## src/rtl/input_pkg.sv

```systemverilog
// input_pkg: shared channel state encoding and counter width helper for the debounce block.
package input_pkg;
  typedef enum logic [2:0] {IDLE, ARM, HELD, REPEAT, DISARM} chan_state_t;
  function automatic int cw(input int n);
    return n > 1 ? $clog2(n) : 1;
  endfunction
endpackage

```

## src/rtl/debounce_chan.sv

```systemverilog
// debounce_chan: one input channel -- 2-FF synchronizer, debounce/auto-repeat FSM, registered strobes.
module debounce_chan
  import input_pkg::*;
#(
  parameter int DEB_TICKS  = 10,
  parameter int REP_DELAY  = 300,
  parameter int REP_PERIOD = 50
) (
  input  logic Clk,
  input  logic Reset_n,
  input  logic enable,
  input  logic tick,
  input  logic raw,
  output logic level,
  output logic press,
  output logic rel,
  output logic rpt,
  output logic move
);
  localparam int DW = cw(DEB_TICKS);
  localparam int RW = cw(REP_DELAY > REP_PERIOD ? REP_DELAY : REP_PERIOD);
  localparam logic [DW-1:0] D_LAST  = DW'(DEB_TICKS - 1);
  localparam logic [RW-1:0] RD_LAST = RW'(REP_DELAY - 1);
  localparam logic [RW-1:0] RP_LAST = RW'(REP_PERIOD - 1);
  logic [1:0] sync;
  logic s_in;
  chan_state_t st, nxt;
  logic [DW-1:0] dcnt, dn;
  logic [RW-1:0] rcnt, rn;
  logic p, r, rp;
  assign s_in = sync[1];
  // A change in s_in always takes priority over a tick in the same cycle.
  always_comb begin
    nxt = st;
    dn = dcnt;
    rn = rcnt;
    p = 1'b0;
    r = 1'b0;
    rp = 1'b0;
    if (!enable) begin
      nxt = IDLE;
      dn = '0;
      rn = '0;
    end else begin
      case (st)
        IDLE: if (s_in) begin nxt = ARM; dn = '0; end
        ARM:
          if (!s_in) nxt = IDLE;
          else if (tick) begin
            if (dcnt == D_LAST) begin nxt = HELD; p = 1'b1; rn = '0; end
            else dn = dcnt + 1'b1;
          end
        HELD, REPEAT:
          if (!s_in) begin nxt = DISARM; dn = '0; end
          else if (tick) begin
            if (rcnt == (st == HELD ? RD_LAST : RP_LAST)) begin nxt = REPEAT; rp = 1'b1; rn = '0; end
            else rn = rcnt + 1'b1;
          end
        DISARM:
          if (s_in) begin nxt = HELD; rn = '0; end
          else if (tick) begin
            if (dcnt == D_LAST) begin nxt = IDLE; r = 1'b1; end
            else dn = dcnt + 1'b1;
          end
        default: nxt = IDLE;
      endcase
    end
  end
  always_ff @(posedge Clk or negedge Reset_n) begin
    if (!Reset_n) begin
      sync <= '0;
      st <= IDLE;
      dcnt <= '0;
      rcnt <= '0;
      level <= 1'b0;
      press <= 1'b0;
      rel <= 1'b0;
      rpt <= 1'b0;
      move <= 1'b0;
    end else begin
      sync <= {sync[0], raw};
      st <= nxt;
      dcnt <= dn;
      rcnt <= rn;
      level <= nxt inside {HELD, REPEAT, DISARM};
      press <= p;
      rel <= r;
      rpt <= rp;
      move <= p | rp;
    end
  end
endmodule

```

## src/rtl/input_debounce_ctrl.sv

```systemverilog
// input_debounce_ctrl: shared tick prescaler feeding N_CH independent debounce/auto-repeat channels.
module input_debounce_ctrl
  import input_pkg::*;
#(
  parameter int N_CH       = 4,
  parameter int TICK_DIV   = 50000,
  parameter int DEB_TICKS  = 10,
  parameter int REP_DELAY  = 300,
  parameter int REP_PERIOD = 50
) (
  input  logic            Clk,
  input  logic            Reset_n,
  input  logic            enable,
  input  logic [N_CH-1:0] raw_in,
  output logic [N_CH-1:0] btn_level,
  output logic [N_CH-1:0] btn_press,
  output logic [N_CH-1:0] btn_release,
  output logic [N_CH-1:0] btn_repeat,
  output logic [N_CH-1:0] move_strobe,
  output logic            tick
);
  localparam int PW = cw(TICK_DIV);
  localparam logic [PW-1:0] P_LAST = PW'(TICK_DIV - 1);
  logic [PW-1:0] pcnt;
  always_ff @(posedge Clk or negedge Reset_n) begin
    if (!Reset_n) pcnt <= '0;
    else pcnt <= (!enable || pcnt == P_LAST) ? '0 : pcnt + 1'b1;
  end
  assign tick = enable && pcnt == P_LAST;
  for (genvar i = 0; i < N_CH; i++) begin : g_ch
    debounce_chan #(
      .DEB_TICKS (DEB_TICKS),
      .REP_DELAY (REP_DELAY),
      .REP_PERIOD(REP_PERIOD)
    ) u_chan (
      .Clk    (Clk),
      .Reset_n(Reset_n),
      .enable (enable),
      .tick   (tick),
      .raw    (raw_in[i]),
      .level  (btn_level[i]),
      .press  (btn_press[i]),
      .rel    (btn_release[i]),
      .rpt    (btn_repeat[i]),
      .move   (move_strobe[i])
    );
  end
endmodule

```

## config.mk

```make
export PLATFORM = sky130hd
export DESIGN_NAME = input_debounce_ctrl
export DESIGN_NICKNAME = d
export VERILOG_FILES = /design/src/rtl/input_pkg.sv /design/src/rtl/debounce_chan.sv /design/src/rtl/input_debounce_ctrl.sv
export SDC_FILE = /design/constraint.sdc
export NUM_CORES = 1
export LEC_CHECK = 0
export CORE_MARGIN = 2
export CORE_UTILIZATION = 40
export CTS_CLUSTER_SIZE = 24
export DETAILED_ROUTE_END_ITERATION = 10
export GPL_ROUTABILITY_DRIVEN = 0
export SLEW_MARGIN = 20
export SYNTH_ARGS = -nofsm -noshare
export SYNTH_HDL_FRONTEND = slang
export SYNTH_SLANG_ARGS = --single-unit
```

## constraint.sdc

```tcl
create_clock -name Clk -period 5.2 [get_ports Clk]
set_input_delay 1.04 -clock Clk [delete_from_list [all_inputs] [get_ports Clk]]
set_output_delay 1.04 -clock Clk [all_outputs]
set_load 0.02 [all_outputs]
```

==> metrics.cfg <==
[run_status]
status=finished, final reports clean

[setup_path]
critPathKind=register to primary output
reg2reg_slack_ns=2.17
rr_endpoint=g_ch[2].u_chan.rcnt[8]
crit_path_cell_trace=or4_4, nor4_4, nand3_1, inv_1, clkdlybuf4s50_1
worstPathRequired_ns=4.16
r2r_cells=6
critPathTopFamily=simple AND/OR/NAND/NOR gates
critical_path_buf_inv_count=2
crit_slowest_cell=clkdlybuf4s50_1
worstPathArrival_ns=3.30
critPathCaptureType=primary output
startpoint_type=register
r2r_start=pcnt[0]
startpoint=pcnt[5]
slowest_delay_ns=0.68
crit_fanout=8

[sta]
drv_slew=0
rsz0062_at_grt=false
fin_crit_ns=4.34
fin_setup_tns_ns=0
max_freq_mhz=230
hold_viol_final=0
worst_pin_slew_ns=0.942
slew_headroom_pct=36.9
finalSetupViolations=0
layout_worst_path_cycle_share_pct=83.5
hold_ws_ns=0.352
clock_skew_ns=0.00948

[routing]
drc=0
drt-wirelength-per-cell_um=15.7
dr.pass1.iters=4
dr.first_iter.drc_count=268
num_vias=4915
ant_nets=0
wirelength_mm=13.0
viasPerCell=5.94

[synth]
synth_nets=664
yosys.area_share.xor_xnor_pct=2.76
synth-main-ff-cell=dfrtp_1
synth_compound_area_share_pct=17.7
synth.area.top_cells=dfrtp_1 (45%), o21ai_0 (4.7%), nand3_1 (3.9%)
synth_simple_gate_area_share_pct=24.1
synth_adder_area_share_pct=2.70
synth_top_family_by_area=simple AND/OR/NAND/NOR gates
ys_seq_area_share_pct=44.9
ys_async_sr_fraction_pct=100
yosysTopAreaCell=dfrtp_1
synth_top_cell_area_share_pct=44.9
avgSynthCellArea_um2=9.36
syn_inst=644
synth_area_um2=6030
muxShareOfSynthArea_pct=1.89
ys_seq_elements=108
synth.distinct_cells=65
yosysWarnings=0
synth_edf_count=0

[final_layout]
n_antenna_cell=0
fill_cells=1401
layout_commonest_cell=dfrtp_1
synthToLayoutAreaGrowth_pct=9.32
drive_gt1_share_pct=6.52
final_nets=659
mostFrequentLayoutCells=dfrtp_1 (108), o21ai_0 (57), nand3_1 (47)
post-route-util_pct=45.0

[hold_path]
hold_path_depth=0
worstHoldEndpoint=g_ch[1].u_chan.sync[1]
hold_path.startpoint=g_ch[1].u_chan.sync[0]
hold_path.class=register to register

[floorplan]
die_area_um2=16100
die_y_um=127
start_util_pct=41.1
ios=28
die_x_um=127
placementRows=44
core_um2=14600

[global_routing]
grt.total_usage_pct=17.2
antenna_found_initial=0
grt-ovfl-total=0
grt_start_max_net_pins=65
grt_pass1_wl_mm=22.6
grt_pass1_vias=4699

[pwr]
irDropWorstVdd_mv=0.197
power_mw=1.59
p_leak_nw=2.80
power_per_cell_area_nw_per_um2=241

[clock_network]
cts_sinks=108
numCtsBuffers=9
clkLatencyLatePin_ns=0.36
holdBufCountCts=0
root_buffer=clkbuf_16
clkTransAtPathRegs_ns=0.08
cts_max_level=3
cts_tree=yes
cts_resized=0
post_cts_buffers=0
cts_buffer_depth=2

[job]
cap_violations=0

[placement]
io_buffer_count=27
hpwl_mm=8.96

-- worst reg2reg max path, stage by stage, from the launching register on --
cell,delay [ns]
dfrtp_1,0.42
ha_1,0.26
nand4b_1,0.30
or4_1,0.73
a22oi_1,0.66
and2_1,0.39
a22o_1,0.20
-- cell families after synthesis --
family | after synthesis
buffers and inverters | 76
muxes | 11
DFF | 108
AOI/OAI and AO/OA | 165
and+or+nand+nor | 252
xor gates and xnor gates | 19
adders and majority gates | 13
-- how the worst max path moves through the flow --
| stage | to | slack [ns] | cells past startpoint |
|---|---|---|---|
| floorplan | tick | 2.31 | 4 |
| global placement | tick | 1.29 | 4 |
| detailed placement | tick | 1.27 | 5 |
| CTS | tick | 0.86 | 5 |
| global route | tick | 0.70 | 6 |
| finish | tick | 0.86 | 5 |
-- layer usage --
metal | GRT usage (%) | share of wire (%)
met5 | 0 | 0
met4 | 4.78 | 1.3
met1 | 22.9 | 47
met2 | 27.5 | 47
met3 | 4.98 | 4.6
-- per-stage QoR --
step | std cells | instance area (um^2) | setup WS (ns)
after floorplan | 644 | 6030 | 2.31
after global placement | 812 | 6300 | 1.29
after detailed placement | 812 | 6300 | 1.27
after CTS | 828 | 6590 | 0.860
after global routing | 828 | 6590 | 0.696
final | 828 | 6590 | 0.858
-- flip-flops by register name (all words and copies together) (netlist names) --
| name | cells |
|---|---|
| g_ch.u_chan.dcnt | 16 |
| g_ch.u_chan.level | 4 |
| g_ch.u_chan.move | 4 |
| g_ch.u_chan.press | 4 |
| g_ch.u_chan.rcnt | 36 |
| g_ch.u_chan.rel | 4 |
| g_ch.u_chan.rpt | 4 |
| g_ch.u_chan.st | 12 |
| g_ch.u_chan.sync | 8 |
| pcnt | 16 |
-- power breakdown --
group	switching [mW]	internal [mW]	total [mW]
Combinational	0.0460	0.0211	0.0671
Clock	0.330	0.332	0.662
Sequential	0.0111	0.846	0.857
-- synth_stat cells (all sizes together), types with 8 or more instances --
cell    count
nor3b       8
o21ai      57
xor2       15
nor2b      13
nor2       35
a31oi       9
or2         8
nand2      36
nand3      47
and3       16
nor3       17
clkbuf     25
mux2i       8
buf        22
a22oi      11
ha         13
nor4        8
dfrtp     108
inv        29
nand4       8
nand2b      9
a21oi      26
a22o       12
-- final cells by class --
| type | count | area [um^2] | area share, % |
|---|---|---|---|
| inverters | 29 | 109 | 1.65 |
| well taps | 184 | 230 | 3.49 |
| flip-flops and latches | 108 | 2700 | 41.0 |
| clock buffers | 9 | 225 | 3.42 |
| clock inverters | 7 | 61.3 | 0.931 |
| multi-input cells | 460 | 2960 | 45.0 |
| repair buffers | 31 | 298 | 4.52 |
(Power assumes the default switching activity.)
